<file path="src/rtl/saw_pkg.sv">
// Shared constants for the stop-and-wait transmit path:
// state encoding, frame field offsets, default timing.
package saw_pkg;

  typedef enum logic [1:0] {
    IDLE = 2'd0,
    SEND = 2'd1,
    WAIT = 2'd2
  } saw_state_e;

  localparam int DW_DEF        = 8;
  localparam int BW_DEF        = DW_DEF + 2;
  localparam int SEQ_BIT       = BW_DEF - 1;
  localparam int PAR_BIT       = 0;
  localparam int TIMEOUT_DEF   = 16;
  localparam int MAX_RETRY_DEF = 3;

  function automatic int seq_bit(input int bw);
    return bw - 1;
  endfunction

endpackage

</file>
<file path="src/rtl/saw_timeout_timer.sv">
// Cycle timer with clear/enable and a terminal-count pulse
// at TIMEOUT-1; shared by the transmit and receive sides.
module saw_timeout_timer #(
  parameter int TIMEOUT = 16,
  parameter int CW      = $clog2(TIMEOUT + 1)
) (
  input  logic clk,
  input  logic rstn,
  input  logic clr,
  input  logic en,
  output logic tc
);

  logic [CW-1:0] cnt_q, cnt_d;

  assign tc = en && (cnt_q == CW'(TIMEOUT - 1));

  always_comb begin
    cnt_d = cnt_q;
    if (clr)
      cnt_d = '0;
    else if (en)
      cnt_d = tc ? '0 : cnt_q + CW'(1);
  end

  always_ff @(posedge clk or negedge rstn) begin
    if (!rstn)
      cnt_q <= '0;
    else
      cnt_q <= cnt_d;
  end

endmodule

</file>
<file path="src/rtl/saw_tx_ctrl.sv">
// Stop-and-wait ARQ transmit controller.
// Define SAW_NAK_EN to retransmit on NAK as well as timeout.
module saw_tx_ctrl
  import saw_pkg::*;
#(
  parameter int DW        = DW_DEF,
  parameter int BW        = DW + 2,
  parameter int TIMEOUT   = TIMEOUT_DEF,
  parameter int MAX_RETRY = MAX_RETRY_DEF,
  parameter int CW        = $clog2(TIMEOUT + 1)
) (
  input  logic          clk,
  input  logic          rstn,
  input  logic          in_valid,
  input  logic [DW-1:0] in_data,
  output logic          in_ready,
  output logic          tx_valid,
  output logic [BW-1:0] tx_frame,
  input  logic          tx_ready,
  input  logic          ack_valid,
  input  logic          ack_seq,
  input  logic          nak_valid,
  output logic          done,
  output logic          fail,
  output logic          busy,
  output logic [1:0]    retry_cnt
);

  saw_state_e    state_q, state_d;
  logic          seq_q, seq_d;
  logic [DW-1:0] data_q, data_d;
  logic [1:0]    retry_q, retry_d;
  logic          done_q, done_d;
  logic          fail_q, fail_d;
  logic          tmo_tc;
  logic          ack_hit;
  logic          nak_hit;

  saw_timeout_timer #(
    .TIMEOUT (TIMEOUT),
    .CW      (CW)
  ) u_timer (
    .clk  (clk),
    .rstn (rstn),
    .clr  (state_q != WAIT),
    .en   (state_q == WAIT),
    .tc   (tmo_tc)
  );

  assign ack_hit = ack_valid && (ack_seq == seq_q);

`ifdef SAW_NAK_EN
  assign nak_hit = nak_valid;
`else
  logic unused_nak;
  assign unused_nak = nak_valid;
  assign nak_hit    = 1'b0;
`endif

  always_comb begin
    state_d = state_q;
    seq_d   = seq_q;
    data_d  = data_q;
    retry_d = retry_q;
    done_d  = 1'b0;
    fail_d  = 1'b0;
    unique case (state_q)
      IDLE: begin
        if (in_valid) begin
          data_d  = in_data;
          retry_d = '0;
          state_d = SEND;
        end
      end
      SEND: begin
        if (tx_ready)
          state_d = WAIT;
      end
      WAIT: begin
        // A matching ACK beats both timeout and NAK.
        if (ack_hit) begin
          done_d  = 1'b1;
          seq_d   = ~seq_q;
          state_d = IDLE;
        end else if (tmo_tc || nak_hit) begin
          if (int'(retry_q) < MAX_RETRY) begin
            retry_d = retry_q + 2'd1;
            state_d = SEND;
          end else begin
            fail_d  = 1'b1;
            seq_d   = 1'b0;
            state_d = IDLE;
          end
        end
      end
      default: state_d = IDLE;
    endcase
  end

  always_ff @(posedge clk or negedge rstn) begin
    if (!rstn) begin
      state_q <= IDLE;
      seq_q   <= 1'b0;
      data_q  <= '0;
      retry_q <= '0;
      done_q  <= 1'b0;
      fail_q  <= 1'b0;
    end else begin
      state_q <= state_d;
      seq_q   <= seq_d;
      data_q  <= data_d;
      retry_q <= retry_d;
      done_q  <= done_d;
      fail_q  <= fail_d;
    end
  end

  assign in_ready  = (state_q == IDLE);
  assign busy      = (state_q != IDLE);
  assign tx_valid  = (state_q == SEND);
  assign tx_frame  = {seq_q, data_q, ^{seq_q, data_q}};
  assign done      = done_q;
  assign fail      = fail_q;
  assign retry_cnt = retry_q;

endmodule

</file>
<file path="config.mk">
export PLATFORM = sky130hd
export DESIGN_NAME = saw_tx_ctrl
export DESIGN_NICKNAME = d
export VERILOG_FILES = /design/src/rtl/saw_pkg.sv /design/src/rtl/saw_timeout_timer.sv /design/src/rtl/saw_tx_ctrl.sv
export SDC_FILE = /design/constraint.sdc
export NUM_CORES = 1
export LEC_CHECK = 0
export ABC_CLOCK_PERIOD_IN_PS = 1450
export CORE_AREA = 8 8 54 65
export CTS_BUF_LIST = sky130_fd_sc_hd__clkbuf_4
export DETAILED_ROUTE_END_ITERATION = 8
export DIE_AREA = 0 0 62 73
export PLACE_DENSITY = 0.72
export SLEW_MARGIN = 20
export SYNTH_ARGS = -nofsm -noshare
export SYNTH_HDL_FRONTEND = slang
export SYNTH_SLANG_ARGS = --single-unit
</file>
<file path="constraint.sdc">
create_clock -name clk -period 1.45 [get_ports clk]
set_clock_uncertainty 0.2 [all_clocks]
set_input_delay 0.435 -clock clk [delete_from_list [all_inputs] [get_ports clk]]
set_output_delay 0.435 -clock clk [all_outputs]
set_load 0.05 [all_outputs]
</file>
==> impl_metrics.env, run 1 <==
export IMPL_status="complete, but fails checks"
export IMPL_failed_checks="negative setup slack"
export IMPL_grt_setup_unrepaired="yes"
export IMPL_grt_max_degree=21
export IMPL_final_layout_size_suffix_gt1_share_pct=65.6
export IMPL_vias_per_cell=4.98
export IMPL_worst_ep_arrival_time_ns=1.61
export IMPL_synth_top_family_by_area="simple AND/OR/NAND/NOR gates"
export IMPL_avgSynthCellArea_um2=11.7
export IMPL_ys_types=29
export IMPL_hold_viol=0
export IMPL_finalSetupViolations=32
export IMPL_num_antenna_cells=0
export IMPL_hold_class="in2async"
export IMPL_synth_fp_nets=100
export IMPL_fin_crit_ns=2.24
export IMPL_crit_path_end_kind="output pin"
export IMPL_gp_congestion=0.816
export IMPL_core_mm2=0.00248
export IMPL_yosysTopAreaCell="dfrtp_1"
export IMPL_netlist_area_um2=968
export IMPL_synthTopCellsByArea="dfrtp_1 52%, mux2_2 9.3%, xnor2_1 7.2%"
export IMPL_clock_path_buffers=2
export IMPL_routedWlPerCell_um=18.0
export IMPL_cts_max_level=1
export IMPL_syn2layout_area_growth_pct=117
export IMPL_syn_instance_count=83
export IMPL_synthAdderAreaFrac_pct=2.58
export IMPL_ys_ff_latch=20
export IMPL_overflow=0
export IMPL_pre_cts_ws_ns=-0.681
export IMPL_first_pass_iters=5
export IMPL_multi_input_area_um2=611
export IMPL_tightest_slew_ns=0.359
export IMPL_routed_wl_um=3430
export IMPL_synthSimpleGateAreaFrac_pct=14.3
export IMPL_antenna_found_initial=0
export IMPL_timing_slew_headroom_pct=76.0
export IMPL_detail_route_iter0_violations=30
export IMPL_maxSlewViolCount=0
export IMPL_grt_pass1_vias=1020
export IMPL_fin_crit_sh_pct=155
export IMPL_path_max_fanout=2
export IMPL_ant_nets=0
export IMPL_start_util_pct=39.1
export IMPL_track_usage_pct=14.4
export IMPL_vias=946
export IMPL_insertion_delay_ns=0.30
export IMPL_io_pins=32
export IMPL_synthMuxAreaShare_pct=11.4
export IMPL_synth_top_area_share_pct=51.7
export IMPL_drcViolationCount=0
export IMPL_fmax_mhz=446
export IMPL_fillerInstances=104
export IMPL_yosys_area_share_xor_xnor_pct=9.95
export IMPL_cts_tree="built"
export IMPL_grt_pass1_wl_um=4910
export IMPL_cp_start_kind="flop"
export IMPL_synth_warnings=0
export IMPL_dieArea_mm2=0.00453
export IMPL_design_area_mm2=0.00211
export IMPL_rows=20
export IMPL_synth_seq_area_share_pct=51.7
export IMPL_cp_required_ns=0.82
export IMPL_hold_buffers=0
export IMPL_clockRootBuffer="clkbuf_4"
export IMPL_setup_worst_path_class="reg2out"
export IMPL_cts_made_buffers=3
export IMPL_cts_sinks=20
export IMPL_timing_final_ws_setup_ns=-0.792
export IMPL_fin_nets=175
export IMPL_die_x_um=62
export IMPL_fin_util_pct=85.0
export IMPL_clk_pin_slew_ns=0.12
export IMPL_seq_area_um2=514
export IMPL_cap_violations=0
export IMPL_die_h_um=73
export IMPL_hpwl_um=2100
export IMPL_synth_compound_area_share_pct=8.53
export IMPL_io_buffers=30
export IMPL_placed_area_mm2=0.00179
## synthesized netlist by cell type
library cell  number
a21oi_1            4
a221o_1            1
a221oi_1           1
a22o_1             1
a22o_2             1
a31oi_1            2
and2_1             1
and2b_2            1
and3_1             1
and4b_1            1
buf_4              1
dfrtp_1           20
ha_1               2
inv_1              2
mux2_2             8
mux2i_1            2
nand2_1            6
nand2b_1           2
nand3_1            1
nand4b_1           1
nor2_1             7
nor2b_1            1
nor3_1             1
nor3b_2            1
o21ai_0            1
o21bai_1           1
or3b_1             1
xnor2_1            8
xor2_1             3
## worst paths after layout
kind | from | endpoint | slack [ns] | depth (start not counted)
worst min register to register | u_timer.cnt_q[4] | u_timer.cnt_q[4] | 0.35 | 2
worst max-delay path | data_q[7] | tx_frame[0] | -0.79 | 5
worst max register to register | state_q[1] | retry_cnt[0] | -0.39 | 5
worst min-delay path | rstn | data_q[5] | 0.27 | 2
max in group asynchronous | rstn | data_q[1] | 0.62 | 2
min in group clk | u_timer.cnt_q[4] | u_timer.cnt_q[4] | 0.35 | 2
## per-stage QoR
step	std cells	hold WS [ns]	setup TNS, ns
detailed placement	171	0.325	-8.54
global route	190	0.269	-9.59
finish	190	0.269	-8.21
floorplan	83	-0.0606	-2.08
global placement	171	0.297	-7.97
CTS	186	0.283	-6.68
## state kept, by name (all words and copies together), names as in the netlist
signal	count
fail	1
u_timer.cnt_q	5
retry_cnt	2
data_q	8
seq_q	1
done	1
state_q	2
## worst max-delay path, cell delays in order, from the launching register on
cell and delay, ns:
dfrtp_2 0.45, xnor2_2 0.14, xnor2_1 0.20, xnor2_1 0.20
xnor2_2 0.16, buf_12 0.16
## metal layers
metal	routed length, µm	part of all wire [%]	vias to the layer above	track usage (%)
met3	241	7.0	4	3.70
met1	1360	40	467	16.0
met5	0	0	-	0
met2	1780	52	36	26.2
li1	-	-	439	-
met4	44	1.3	0	2.79
## what timing repair did
item / 4_1_cts / 5_1_grt
pin swaps: 8 / 6
buffers inserted: 14 / 7
cloned: 0 / 0
resized for setup: 33 / 12
setup endpoints to repair: 32 / 35
## kinds of logic (layout without fill, tap and decap cells)
kind of cell | count (synthesis) | in the layout
AND/OR/NAND/NOR | 25 | 25
multiplexers | 10 | 10
AO/OA/AOI/OAI | 12 | 12
XOR/XNOR | 11 | 11
adder cells (fa/ha/maj) | 2 | 2
flip-flops | 20 | 20
buffers and inverters | 3 | 77
## layout make-up
type,instances,area share [%]
flip-flops and latches,20,24.4
repair buffers,71,41.8
clock buffers,3,1.07
well taps,33,1.96
inverters,2,0.357
clock inverters,1,1.43
multi-input cells,60,29.0
## cell usage in the layout, fill, tap and decap left out, drive strengths merged
cell | synthesis | routed
clkdlybuf4s50 | 0 | 11
bufinv | 0 | 1
and3 | 1 | 1
nand2 | 6 | 6
a22o | 2 | 2
and2b | 1 | 1
and4b | 1 | 1
nand3 | 1 | 1
nor3b | 1 | 1
nor2b | 1 | 1
xor2 | 3 | 3
a21oi | 4 | 4
o21bai | 1 | 1
mux2i | 2 | 2
dfrtp | 20 | 20
o21ai | 1 | 1
inv | 2 | 2
a31oi | 2 | 2
and2 | 1 | 1
clkbuf | 0 | 3
mux2 | 8 | 8
buf | 1 | 58
nor3 | 1 | 1
dlygate4sd2 | 0 | 2
or3b | 1 | 1
a221oi | 1 | 1
xnor2 | 8 | 8
a221o | 1 | 1
nand4b | 1 | 1
ha | 2 | 2
nor2 | 7 | 7
nand2b | 2 | 2
Power of run 1 is not shown: default switching activity piles up to over one toggle a cycle in this logic, so the estimate is an artifact.
==> run 2: changes to the inputs <==
- ABC_CLOCK_PERIOD_IN_PS: 1450 -> 2400
- CORE_AREA: 8 8 54 65 -> 8 8 51 62
- DIE_AREA: 0 0 62 73 -> 0 0 59 70
- PLACE_DENSITY: 0.72 -> 0.77
- clock period: 1.45 -> 2.4 ns (I/O delays scaled with it)
==> impl_metrics.env, run 2 (synthesis results as in run 1) <==
export IMPL_routedWlPerCell_um=14.0
export IMPL_path_max_fanout=2
export IMPL_ant_nets=0
export IMPL_setup_worst_path_class="reg2out"
export IMPL_maxSlewViolCount=0
export IMPL_path_cells="xnor2_2 -> xnor2_1 -> xnor2_1 -> xnor2_2 -> buf_12"
export IMPL_core_mm2=0.00219
export IMPL_gp_congestion=0.720
export IMPL_cts_sinks=20
export IMPL_fillerInstances=177
export IMPL_grt_pass1_wl_um=3640
export IMPL_finalNonFillerCells=154
export IMPL_syn2layout_area_growth_pct=46.6
export IMPL_final_cell_mix="20 x buf_4, 16 x dfrtp_1, 13 x clkdlybuf4s50_1"
export IMPL_final_layout_size_suffix_gt1_share_pct=38.2
export IMPL_timing_rr_end="retry_cnt[0]"
export IMPL_r2r_slack_ns=0.69
export IMPL_dieArea_mm2=0.00413
export IMPL_routed_wl_um=2160
export IMPL_status="complete, but fails checks"
export IMPL_fmax_mhz=399
export IMPL_max_stage_delay_ns=0.44
export IMPL_clk_pin_slew_ns=0.10
export IMPL_antenna_found_initial=0
export IMPL_grt_max_degree=21
export IMPL_hold_class="reg2reg"
export IMPL_final_common_cell="buf_4"
export IMPL_cts_max_level=1
export IMPL_grt_setup_unrepaired="yes"
export IMPL_path_buf_inv=1
export IMPL_finalSetupViolations=1
export IMPL_cap_violations=0
export IMPL_drcViolationCount=0
export IMPL_io_pins=32
export IMPL_vias=754
export IMPL_hpwl_um=1690
export IMPL_timing_final_ws_setup_ns=-0.106
export IMPL_hold_viol=0
export IMPL_rows=19
export IMPL_cp_required_ns=1.48
export IMPL_tightest_slew_ns=0.380
export IMPL_multi_input_area_um2=478
export IMPL_holdPathEnd="u_timer.cnt_q[0]"
export IMPL_start_util_pct=44.3
export IMPL_fin_crit_ns=2.51
export IMPL_failed_checks="negative setup slack"
export IMPL_first_pass_iters=4
export IMPL_top_regs="data_q x8, u_timer.cnt_q x5"
export IMPL_die_h_um=70
export IMPL_detail_route_iter0_violations=28
export IMPL_cp_start_kind="flop"
export IMPL_holdPathStages=1
export IMPL_r2r_start="state_q[1]"
export IMPL_worst_ep_arrival_time_ns=1.59
export IMPL_die_x_um=59
export IMPL_track_usage_pct=11.0
export IMPL_largest_register_ffs=8
export IMPL_cts_tree="built"
export IMPL_seq_area_um2=505
export IMPL_min_delay_start="u_timer.cnt_q[0]"
export IMPL_io_buffers=30
export IMPL_vias_per_cell=4.90
export IMPL_fin_nets=141
export IMPL_crit_path_end_kind="output pin"
export IMPL_num_antenna_cells=0
export IMPL_placed_cells=146
export IMPL_worst_r2r_path_depth=4
export IMPL_clock_path_buffers=2
export IMPL_top_register="data_q"
export IMPL_path_delay_family="XOR/XNOR gates"
export IMPL_timing_slew_headroom_pct=74.6
export IMPL_clockRootBuffer="clkbuf_4"
export IMPL_insertion_delay_ns=0.29
export IMPL_cts_made_buffers=3
export IMPL_grt_pass1_vias=836
export IMPL_crit_slowest_cell="dfrtp_2"
export IMPL_fin_crit_sh_pct=104
export IMPL_overflow=0
-- run 2: cell types whose count changed in the layout (fill, tap and decap cells not counted), sizes merged --
| cell | delta |
|---|---|
| clkbuf | +1 |
| clkdlybuf4s50 | +2 |
| dlygate4sd2 | -2 |
| buf | -34 |
| bufinv | -1 |
-- run 2: layer usage --
layer,routed length [µm],up-vias,global-route usage (%)
li1,-,369,-
met1,893,354,11.7
met2,1140,27,19.3
met3,90,4,2.20
met4,38,0,5.60
met5,0,-,0
-- run 2: layout make-up --
cell class              instances  share of cell area (%)
repair buffers                 37                    25.4
well taps                      31                    2.73
inverters                       2                   0.529
flip-flops and latches         20                    35.6
multi-input cells              60                    33.7
clock buffers                   4                    2.11
-- run 2: repair_timing --
item,4_1_cts,5_1_grt
setup endpoints to repair,1,1
setup buffers,2,2
gates resized for setup,2,0
pin swaps,2,2
hold buffers,0,0
-- run 2: worst max path at each step --
stage / startpoint / end / slack [ns] / cells after the start
after global routing: data_q[7] / tx_frame[0] / -0.19 / 5
after CTS: data_q[5] / tx_frame[0] / -0.13 / 5
after global placement: in_valid / retry_cnt[0] / 0.03 / 5
after detailed placement: in_valid / retry_cnt[0] / 0.007 / 5
after floorplan: data_q[1] / tx_frame[0] / -0.04 / 3
final: data_q[7] / tx_frame[0] / -0.11 / 5
-- run 2: through the flow --
step / instance area (µm²) / utilization [%] / setup slack [ns] / setup TNS (ns) / hold slack (ns)
6_report: 1420 / 64.9 / -0.106 / -0.106 / 0.265
5_1_grt: 1420 / 64.9 / -0.189 / -0.189 / 0.299
4_1_cts: 1410 / 64.2 / -0.131 / -0.131 / 0.269
3_5_place_dp: 1350 / 61.5 / 0.00670 / 0 / 0.254
3_3_place_gp: 1350 / 61.5 / 0.0348 / 0 / 0.243
2_1_floorplan: 983 / - / -0.0404 / -0.0404 / 0.224
Power of run 2 is left out for the same reason.
==> run 3: changes to the inputs <==
- CTS_BUF_LIST: sky130_fd_sc_hd__clkbuf_4 -> sky130_fd_sc_hd__clkbuf_4 sky130_fd_sc_hd__clkbuf_8
==> results of run 3 <==
No change in the layout: final DEF, timing and power equal those of run 2.
Power of run 3 is left out for the same reason.
